`config.mk`:
```
export PLATFORM = sky130hd
export DESIGN_NAME = pc_fetch_stage
export DESIGN_NICKNAME = d
export VERILOG_FILES = /design/src/rtl/core_pkg.sv /design/src/rtl/pc_fetch_stage.sv
export SDC_FILE = /design/constraint.sdc
export NUM_CORES = 1
export LEC_CHECK = 0
export CAP_MARGIN = 5
export CORE_UTILIZATION = 25
export DETAILED_ROUTE_END_ITERATION = 16
export DONT_BUFFER_PORTS = 1
export HOLD_SLACK_MARGIN = 0.08
export SLEW_MARGIN = 5
export SYNTH_ARGS = -nofsm -noshare
export SYNTH_HDL_FRONTEND = slang
export SYNTH_SLANG_ARGS = --single-unit
```
`constraint.sdc`:
```
create_clock -name clk -period 2.3 [get_ports clk]
set_input_delay 0.345 -clock clk [delete_from_list [all_inputs] [get_ports clk]]
set_output_delay 0.345 -clock clk [all_outputs]
set_load 0.02 [all_outputs]
```
`src/rtl/core_pkg.sv`:
```
// core_pkg: shared constants and fetch FSM state type for the core.
package core_pkg;
   localparam logic [31:0] RESET_VECTOR_DEFAULT = 32'h0000_0000;
   localparam logic [31:0] NOP_INSTR = 32'h0000_0013;
   localparam logic [31:0] PC_STEP = 32'd4;
   typedef enum logic [1:0] {BOOT = 2'd0, RUN = 2'd1, IDLE = 2'd2} fetch_state_t;
endpackage

```
`src/rtl/pc_fetch_stage.sv`:
```
// pc_fetch_stage: holds the PC, drives imem, and fills the IF/ID register with valid/ready, redirect and fetch gating.
module pc_fetch_stage
   import core_pkg::*;
#(
   parameter logic [31:0] RESET_VECTOR = core_pkg::RESET_VECTOR_DEFAULT,
   parameter logic [31:0] NOP_INSTR = core_pkg::NOP_INSTR
) (
   input  logic        clk,
   input  logic        rst,
   input  logic        fetch_en,
   input  logic        redirect,
   input  logic [31:0] redirect_target,
   output logic [31:0] imem_addr,
   input  logic [31:0] imem_rdata,
   input  logic        id_ready,
   output logic        if_id_valid,
   output logic [31:0] if_id_pc,
   output logic [31:0] if_id_instr,
   output logic [31:0] if_id_pc_plus4,
   output logic        misalign_err
);
   fetch_state_t state_q, state_d;
   logic [31:0] pc_q, pc_d, ipc_q, ipc_d, instr_q, instr_d, plus4_q, plus4_d;
   logic valid_q, valid_d, mis_q, mis_d, stall, fetch;
   assign stall = valid_q & ~id_ready;
   assign fetch = (state_q == RUN) & fetch_en & ~stall;
   always_comb begin
      state_d = state_q;
      pc_d = pc_q;
      ipc_d = ipc_q;
      instr_d = instr_q;
      plus4_d = plus4_q;
      valid_d = valid_q;
      mis_d = 1'b0;
      if (redirect) begin
         pc_d = {redirect_target[31:2], 2'b00};
         valid_d = 1'b0;
         instr_d = NOP_INSTR;
         mis_d = |redirect_target[1:0];
         state_d = (state_q == BOOT) ? RUN : state_q;
      end else begin
         state_d = (state_q == BOOT) ? RUN :
                   (state_q == RUN && !fetch_en) ? IDLE :
                   (state_q == IDLE && fetch_en) ? RUN : state_q;
         if (fetch) begin
            ipc_d = pc_q;
            instr_d = imem_rdata;
            plus4_d = pc_q + PC_STEP;
            valid_d = 1'b1;
            pc_d = pc_q + PC_STEP;
         end else if (!stall && id_ready) begin
            valid_d = 1'b0;
            instr_d = NOP_INSTR;
         end
      end
   end
   always_ff @(posedge clk) begin
      if (rst) begin
         state_q <= BOOT;
         pc_q <= RESET_VECTOR;
         ipc_q <= '0;
         instr_q <= NOP_INSTR;
         plus4_q <= '0;
         valid_q <= 1'b0;
         mis_q <= 1'b0;
      end else begin
         state_q <= state_d;
         pc_q <= pc_d;
         ipc_q <= ipc_d;
         instr_q <= instr_d;
         plus4_q <= plus4_d;
         valid_q <= valid_d;
         mis_q <= mis_d;
      end
   end
   assign imem_addr = pc_q;
   assign if_id_valid = valid_q;
   assign if_id_pc = ipc_q;
   assign if_id_instr = instr_q;
   assign if_id_pc_plus4 = plus4_q;
   assign misalign_err = mis_q;
endmodule

```
==> results of run 1 <==
-- critical path: cells and delay by family, from the launching register on --
kind | cells | cell delay [ns]
flip-flops | 1 | 0.36
buffers and inverters | 2 | 0.38
AO/OA/AOI/OAI | 1 | 0.31
AND/OR/NAND/NOR | 3 | 1.02
-- registers in the layout, indices dropped and copies added, names as in the netlist --
register	cells
misalign_err	1
if_id_pc_plus4	30
state_q	2
if_id_pc	30
if_id_instr	32
if_id_valid	1
imem_addr	30
-- logic make-up after synthesis --
| kind of cell | Yosys count |
|---|---|
| simple gates | 323 |
| compound gates | 161 |
| flops | 126 |
| buf+inv | 81 |
| xor+xnor | 21 |
| fa+ha+maj | 1 |
| other cells | 1 |
-- metal layers --
metal,up-vias,wire (microns),global-route usage
met5,-,17,0
met4,2,276,0.0524
met3,23,1980,0.0648
met2,219,9360,0.275
met1,2713,9030,0.216
li1,2659,-,-
-- final timing paths --
kind                                                   end  slack, ns  depth (start not counted)
worst min-delay path               misalign_err$_SDFF_PP0_        0.1                          2
worst max-delay path            imem_addr[25]$_SDFFE_PP0P_       0.13                          6
worst max register to register  imem_addr[25]$_SDFFE_PP0P_       0.13                          6
worst min register to register   imem_addr[3]$_SDFFE_PP0P_       0.51                          2
-- metrics by stage --
step           setup slack [ns]   util  hold WS, ns  std cells  instance area, sq um
2_1_floorplan            0.0768      -        0.477        719                  5790
3_3_place_gp              0.135  0.281        0.425        995                  6360
3_5_place_dp             0.0944  0.281        0.427        995                  6360
4_1_cts                  0.0880  0.321       0.0844       1060                  7280
5_1_grt                 0.00644  0.322       0.0874       1061                  7300
6_report                  0.132  0.322       0.0960       1062                  7300
-- cell type report --
type | count | share of cell area
antenna | 2 | 0.000686
clock buffer | 19 | 0.0621
clock inverter | 12 | 0.0153
inverter | 10 | 0.00514
multi-input combinational | 512 | 0.404
sequential | 126 | 0.346
tap | 285 | 0.0489
timing repair buffer | 96 | 0.118
-- placed cells by master, fill, tap and decap left out, types with 5 or more instances in the layout --
cell           instances
a211oi_1              22
and4_1                 6
nand3_1               16
o31ai_1               13
or4_4                  5
clkbuf_16             17
nand3b_1              31
a21oi_1               66
or3_1                 11
xnor2_1               17
nor2_1                66
dfxtp_1              124
nand4_1               14
dlygate4sd3_1         33
conb_1                 6
a311oi_1              25
nand2_1              110
o21ai_0               15
or4_1                 13
buf_4                 59
inv_1                 10
nor3_1                14
nor4_1                12
-- repair_timing --
action	in CTS	in global routing
resized for setup	0	4
hold endpoints to repair	117	0
hold buffers	34	0
setup endpoints to repair	0	5
-- power by group through the flow --
stage               logic (mW)  registers [mW]  clock network (mW)
global route             0.659            2.43                2.77
CTS                      0.604            2.42                2.67
finish                   0.604            2.42                2.61
floorplan                0.323            2.50                   0
global placement         0.523            2.46                   0
detailed placement       0.526            2.47                   0
==> metrics, run 1 <==
routed len/inst=19.5 microns; CP Launch Type=register; first-pass GRT wire length=31200 microns; post-layout minimum cycle time=2.17 ns; Synth top cells by count=dfxtp_1 (126), nand2_1 (110), nor2_1 (67); most frequent cell after synthesis=dfxtp_1; Overall Power=5.63 mW; hold path start=redirect_target[1]; largest family of logic cells by synthesized area=simple AND/OR/NAND/NOR gates; Total GRT Usage=0.173; sw power=1.58 mW; register area share after synthesis=0.437; crit share post-route=0.943; Clock Pin Slew Worst Setup and Hold Paths=0.06 ns; initial detailed-routing violation count=409; Cell Pwr Density=772 nW/um^2; post-synthesis compound-gate area fraction=0.185; Max Cap Viol=0; CP cell instances=buf_4, and4_1, nand4_1, buf_4, or4_1, a2111oi_2; area occupied by multi-input gates=2950 sq um; largest area contributor in the netlist=dfxtp_1; slowest stage cell on the critical path=or4_1; Total Routed Length=20700 microns; number of global-route vias before repair=5308; RSZ-0062 raised after global routing=false; fraction of the mapped netlist area in adder cells=0.00217; Req. time, crit path=2.62 ns; final net count=833; post-synthesis mux area share=0; Site Rows=55; initial core utilization=0.255; CTS max path bufs=2; CTS H-tree depth=4; ys async rst share=0; via count=5616; IO Count=199; critical path arrival=2.48 ns; Critical Path Fanout Max=15; FF+latch count, synth=126; core footprint=22600 sq um; Synth cell types=51; Net Sw Frac=0.280; Peak VDD IR=0.435 mV; Post-Syn Area=5770 sq um; Die Footprint=23700 sq um; Synth Area per Inst=8.08 sq um; Setup Viol. Count Final=0; pin count of the biggest net entering global routing=89; clock sink count=126; Final Hold Viols=0; most used cell, CP=buf_4; Least-Margin Pin Slew=0.635 ns; Root Buffer=clkbuf_16; number of enable flip-flop cells after synthesis=0; Post-Route Skew=0.0108 ns; post-synthesis xor/xnor area fraction=0.0319; CTS tree=built; grt total ovfl=0; Setup TNS=0 ns; CP endpoint kind=register; leakage=2.37 nW; area grow syn2layout=26.6%; max frequency=461 MHz; Worst Setup SP=imem_addr[9]$_SDFFE_PP0P_; synth warn=0; reg-to-reg startpoint=imem_addr[9]$_SDFFE_PP0P_; Port Buffer Count=0; top post-synthesis cells by area=dfxtp_1 (44%), nand2_1 (7.2%), a21oi_1 (5.7%); hold crit path type=input pin to register; HPWL after DPL=14400 microns; Slew headroom=0.577; worst skew pair latency=0.42 ns; Post-CTS Setup Bufs=0; CTS Buf Count=17; fillers=2384; combinational power share=0.107; Seq pwr share=0.429; Main synth FF type=dfxtp_1; status=complete, no violations; post-synthesis simple-gate area fraction=0.284; Int Pwr=4.05 mW; DR vias/cell=5.29; First-pass DRT Iterations=4; Gate Count Post-Synth=714; register area=2520 sq um; Setup CP Type=register to register; Synth top area share=0.437; ratio of cells with drive above 1 in the final layout=0.143; Residual DRC=0; Die Span X=154 microns; Placer Congestion=0.796; Clk pwr share=0.463; Final Max Tran Viols=0; Routed Antenna Nets=0; initial antenna violation count=3; Die Y=154 microns; Critical Path Max Stage Delay=0.53 ns
Power figures use the tool's default switching activity.
==> run 2, diff against run 1 <==
--- a/config.mk
+++ b/config.mk
@@ -6,9 +6,10 @@
 export NUM_CORES = 1
 export LEC_CHECK = 0
 export CAP_MARGIN = 5
-export CORE_UTILIZATION = 25
+export CORE_UTILIZATION = 30
 export DETAILED_ROUTE_END_ITERATION = 16
 export DONT_BUFFER_PORTS = 1
+export GPL_ROUTABILITY_DRIVEN = 0
 export HOLD_SLACK_MARGIN = 0.08
 export SLEW_MARGIN = 5
 export SYNTH_ARGS = -nofsm -noshare
==> metrics, run 2 (synthesized netlist as in run 1, its figures left out) <==
Least-Margin Pin Slew=0.770 ns (was 0.635 ns); Critical Path Fanout Max=8 (was 15); Post-CTS Setup Bufs=0 (unchanged); Setup TNS=0 ns (unchanged); RSZ-0062 raised after global routing=false (unchanged); ANT cells=0 (was 2); Post-Place Cell Area=6250 sq um (was 6360 sq um); Port Buffer Count=0 (unchanged); CTS tree=built (unchanged); post-layout minimum cycle time=2.18 ns (was 2.17 ns); Clock Pin Slew Worst Setup and Hold Paths=0.06 ns (about the same); commonest cells after routing, fill and taps aside=dfxtp_1 (124), nand2_1 (110), a21oi_1 (66), nor2_1 (66), buf_4 (51) (was dfxtp_1 (124), nand2_1 (110), a21oi_1 (66), nor2_1 (66), buf_4 (59)); sw power=1.56 mW (was 1.58 mW); pin count of the biggest net entering global routing=90 (was 89); pre-CTS setup slack=0.133 ns (was 0.0944 ns); Residual DRC=0 (unchanged); CP Launch Type=register (unchanged); hold crit path type=input pin to register (unchanged); final design utilization=0.383 (was 0.322); grt total ovfl=0 (unchanged); Die Y=141 microns (was 154 microns); worst skew pair latency=0.42 ns (about the same); Die Footprint=19800 sq um (was 23700 sq um); CTS max path bufs=2 (unchanged); worst hold slack=0.100 ns (was 0.0960 ns); max frequency=458 MHz (was 461 MHz); Crit path max-delay family=simple AND/OR/NAND/NOR gates (unchanged); final instance area=7190 sq um (was 7300 sq um); most common cell after layout, fill and taps aside=dfxtp_1 (unchanged); Critical Path Max Stage Delay=0.72 ns (was 0.53 ns); Seq pwr share=0.425 (was 0.429); routed len/inst=19.7 microns (was 19.5 microns); fillers=1886 (was 2384); Setup CP Type=register to register (unchanged); initial antenna violation count=1 (was 3); DR vias/cell=5.48 (was 5.29); Root Buffer=clkbuf_16 (unchanged); area grow syn2layout=24.8% (was 26.6%); most used cell, CP=or4_1 (was buf_4); Total Routed Length=19700 microns (was 20700 microns); Site Rows=50 (was 55); CTS H-tree depth=4 (unchanged); initial core utilization=0.307 (was 0.255); Post-Route Skew=0.00907 ns (was 0.0108 ns); First-pass DRT Iterations=5 (was 4); critical path arrival=2.50 ns (was 2.48 ns); core footprint=18800 sq um (was 22600 sq um); final net count=825 (was 833); status=complete, no violations (unchanged); IO Count=199 (unchanged); Overall Power=5.70 mW (was 5.63 mW); via count=5487 (was 5616); Setup Viol. Count Final=0 (unchanged); crit share post-route=0.949 (was 0.943); Routed Antenna Nets=0 (unchanged); Cell Pwr Density=792 nW/um^2 (was 772 nW/um^2); Total GRT Usage=0.200 (was 0.173); Final Non-Filler Cells=1002 (was 1062); number of global-route vias before repair=5296 (was 5308); combinational power share=0.103 (was 0.107); ratio of cells with drive above 1 in the final layout=0.133 (was 0.143); Final Max Tran Viols=0 (unchanged); slowest stage cell on the critical path=or4_1 (unchanged); clock sink count=126 (unchanged); placed insts=937 (was 995); CP endpoint kind=register (unchanged); Final Hold Viols=0 (unchanged); Clk pwr share=0.472 (was 0.463); Max Cap Viol=0 (unchanged); Slew headroom=0.485 (was 0.577); leakage=2.34 nW (was 2.37 nW); Peak VDD IR=0.519 mV (was 0.435 mV); WP buf/inv=0 (was 2); HPWL after DPL=13300 microns (was 14400 microns); final setup margin=0.116 ns (was 0.132 ns); initial detailed-routing violation count=416 (was 409); CTS Buf Count=17 (unchanged); first-pass GRT wire length=30200 microns (was 31200 microns); CP cell instances=nand4_1, or4_1, or4_1, a311oi_1 (was buf_4, and4_1, nand4_1, buf_4, or4_1, a2111oi_2); Die Span X=141 microns (was 154 microns); Req. time, crit path=2.62 ns (about the same); Int Pwr=4.14 mW (was 4.05 mW); Net Sw Frac=0.274 (was 0.280); max reg flops=32 (unchanged)
-- run 2: timing repair --
item,in CTS,in global routing
setup endpoints to repair,0,4
endpoints found under the hold margin,120,0
gates resized for setup,0,3
hold buffers,33,0
-- run 2: metal layers --
metal / vias up / routed length (microns) / global-route usage
met3: 32 / 2020 / 0.0768
li1: 2646 / - / -
met2: 245 / 8990 / 0.322
met5: - / 12 / 0
met1: 2562 / 8280 / 0.242
met4: 2 / 424 / 0.0749
-- run 2: path summary, 6_finish.rpt --
path	start	end	slack, ns	cells past startpoint
max	imem_addr[6]$_SDFFE_PP0P_	imem_addr[22]$_SDFFE_PP0P_	0.12	4
min	redirect_target[5]	imem_addr[5]$_SDFFE_PP0P_	0.10	2
max reg2reg	imem_addr[6]$_SDFFE_PP0P_	imem_addr[22]$_SDFFE_PP0P_	0.12	4
min reg2reg	imem_addr[3]$_SDFFE_PP0P_	imem_addr[3]$_SDFFE_PP0P_	0.52	2
-- run 2: power groups by stage --
| stage | combinational, mW | clock (mW) | sequential (mW) |
|---|---|---|---|
| 3_3_place_gp | 0.506 | 0 | 2.47 |
| 2_1_floorplan | 0.323 | 0 | 2.50 |
| 5_1_grt | 0.641 | 2.84 | 2.43 |
| 4_1_cts | 0.587 | 2.76 | 2.42 |
| 6_report | 0.588 | 2.69 | 2.42 |
| 3_5_place_dp | 0.509 | 0 | 2.47 |
-- run 2: final cells by class --
class                           instances  area, sq um  share of cell area
Clock buffer                           20          447              0.0621
Clock inverter                         12          136              0.0190
Inverter                               10         37.5             0.00522
Timing Repair Buffer                   88          811               0.113
Sequential cell                       126         2520               0.351
Multi-Input combinational cell        512         2950               0.409
Tap cell                              234          293              0.0407
==> run 3, diff against run 2 <==
--- a/config.mk
+++ b/config.mk
@@ -11,6 +11,7 @@
 export DONT_BUFFER_PORTS = 1
 export GPL_ROUTABILITY_DRIVEN = 0
 export HOLD_SLACK_MARGIN = 0.08
+export SETUP_SLACK_MARGIN = 0.15
 export SLEW_MARGIN = 5
 export SYNTH_ARGS = -nofsm -noshare
 export SYNTH_HDL_FRONTEND = slang
==> metrics, run 3 (synthesized netlist as in run 1, its figures left out) <==
status=complete, no violations (unchanged); Die Footprint=19800 sq um (unchanged); Die Y=141 microns (unchanged); placed insts=939 (was 937); Crit path max-delay family=simple AND/OR/NAND/NOR gates (unchanged); CTS H-tree depth=4 (unchanged); Root Buffer=clkbuf_16 (unchanged); RSZ-0062 raised after global routing=true (was false); sw power=1.49 mW (was 1.56 mW); CTS Buf Count=17 (unchanged); Peak VDD IR=0.496 mV (was 0.519 mV); HPWL after DPL=13600 microns (was 13300 microns); Total GRT Usage=0.200 (about the same); number of global-route vias before repair=5334 (was 5296); worst skew pair latency=0.41 ns (was 0.42 ns); post-layout minimum cycle time=2.11 ns (was 2.18 ns); final instance area=7190 sq um (about the same); area grow syn2layout=24.6% (was 24.8%); ANT cells=0 (unchanged); Slew headroom=0.591 (was 0.485); Setup CP Type=register to register (unchanged); via count=5524 (was 5487); Int Pwr=3.93 mW (was 4.14 mW); CP cell instances=nand4_1, or4_4, or4_1, a311oi_1 (was nand4_1, or4_1, or4_1, a311oi_1); Post-Route Skew=0.00615 ns (was 0.00907 ns); area occupied by multi-input gates=2970 sq um (was 2950 sq um); initial detailed-routing violation count=278 (was 416); fillers=1943 (was 1886); IO Count=199 (unchanged); Seq pwr share=0.447 (was 0.425); Port Buffer Count=0 (unchanged); leakage=2.32 nW (was 2.34 nW); Post-Place Cell Area=6270 sq um (was 6250 sq um); Setup Viol. Count Final=0 (unchanged); Site Rows=50 (unchanged); register area=2540 sq um (was 2520 sq um); Final Max Tran Viols=0 (unchanged); ratio of cells with drive above 1 in the final layout=0.155 (was 0.133); commonest cells after routing, fill and taps aside=dfxtp_1 (112), nand2_1 (110), a21oi_1 (66), nor2_1 (66), buf_4 (51) (was dfxtp_1 (124), nand2_1 (110), a21oi_1 (66), nor2_1 (66), buf_4 (51)); grt total ovfl=0 (unchanged); initial antenna violation count=0 (was 1); WP buf/inv=0 (unchanged); Critical Path Max Stage Delay=0.67 ns (was 0.72 ns); core footprint=18800 sq um (unchanged); slowest stage cell on the critical path=or4_4 (was or4_1); pin count of the biggest net entering global routing=90 (unchanged); Net Sw Frac=0.275 (was 0.274); Critical Path Fanout Max=8 (unchanged); Clk pwr share=0.445 (was 0.472); max reg flops=32 (unchanged); Req. time, crit path=2.62 ns (about the same); crit share post-route=0.916 (was 0.949); Residual DRC=0 (unchanged); max frequency=475 MHz (was 458 MHz); first-pass GRT wire length=30300 microns (was 30200 microns); Cell Pwr Density=755 nW/um^2 (was 792 nW/um^2); final net count=827 (was 825); CP Launch Type=register (unchanged); clock sink count=126 (unchanged); Final Hold Viols=0 (unchanged); Max Cap Viol=0 (unchanged); CTS tree=built (unchanged); Die Span X=141 microns (unchanged); hold crit path type=input pin to register (unchanged); Clock Pin Slew Worst Setup and Hold Paths=0.06 ns (about the same); final design utilization=0.383 (about the same); Final Non-Filler Cells=1004 (was 1002); DR vias/cell=5.50 (was 5.48); combinational power share=0.109 (was 0.103); First-pass DRT Iterations=5 (unchanged); critical path arrival=2.43 ns (was 2.50 ns); Total Routed Length=19700 microns (about the same); CP endpoint kind=register (unchanged); most common cell after layout, fill and taps aside=dfxtp_1 (unchanged); Routed Antenna Nets=0 (unchanged); Setup TNS=0 ns (unchanged); Least-Margin Pin Slew=0.613 ns (was 0.770 ns); routed len/inst=19.7 microns (about the same); initial core utilization=0.307 (unchanged); CTS max path bufs=2 (unchanged)
[run 3: cell types whose count changed in the layout (fill, tap and decap cells not counted), moves of 2 or more]
cell        delta
clkinv_4       -2
bufinv_16      -2
dfxtp_2       +11
buf_6          +5
and4_1         -2
and4_4         +2
dfxtp_1       -12
inv_6          -2
clkinv_2       +2
buf_12         -2
clkinvlp_4     +2
[run 3: path summary, 6_finish.rpt]
check,start,end,slack (ns),cells past startpoint
worst max-delay path,imem_addr[9]$_SDFFE_PP0P_,if_id_pc_plus4[26]$_SDFFE_PP0P_,0.19,4
worst min-delay path,imem_rdata[31],if_id_instr[31]$_SDFFE_PP0P_,0.09,2
worst max register to register,imem_addr[9]$_SDFFE_PP0P_,if_id_pc_plus4[26]$_SDFFE_PP0P_,0.19,4
worst min register to register,state_q[1]$_SDFFE_PP0P_,state_q[0]$_SDFFE_PP0P_,0.51,2
[run 3: through the flow]
step | setup slack (ns) | hold WS, ns | power, mW
4_1_cts | 0.151 | 0.0804 | 5.50
3_5_place_dp | 0.156 | 0.427 | 2.98
6_report | 0.193 | 0.0949 | 5.43
5_1_grt | 0.114 | 0.0869 | 5.66
3_3_place_gp | 0.212 | 0.425 | 2.98
2_1_floorplan | 0.168 | 0.477 | 2.83
[run 3: layout make-up]
class,count,share of cell area
sequential,126,0.354
clock inverter,10,0.00923
clock buffer,22,0.0646
inverter,10,0.00522
timing repair buffer,90,0.114
tap,234,0.0407
multi-input combinational,512,0.413
[run 3: power by group through the flow]
| stage | combinational (mW) | clock, mW | sequential, mW |
|---|---|---|---|
| after floorplan | 0.327 | 0 | 2.50 |
| after global placement | 0.509 | 0 | 2.47 |
| after detailed placement | 0.512 | 0 | 2.47 |
| after CTS | 0.587 | 2.49 | 2.42 |
| after global routing | 0.643 | 2.58 | 2.43 |
| final | 0.590 | 2.41 | 2.42 |
[run 3: timing repair]
action	CTS	global route
gates cloned	0	0
setup buffers	0	1
setup endpoints to repair	2	10
gates resized for setup	1	11
hold buffers	31	1
pin swaps	1	2
hold endpoints to repair	118	1
[run 3: routing by layer]
metal,track usage,up-vias,routed length (microns)
met3,0.0717,26,1890
met1,0.243,2616,8280
met2,0.326,233,9150
li1,-,2649,-
met4,0.0744,0,430
met5,0,-,0
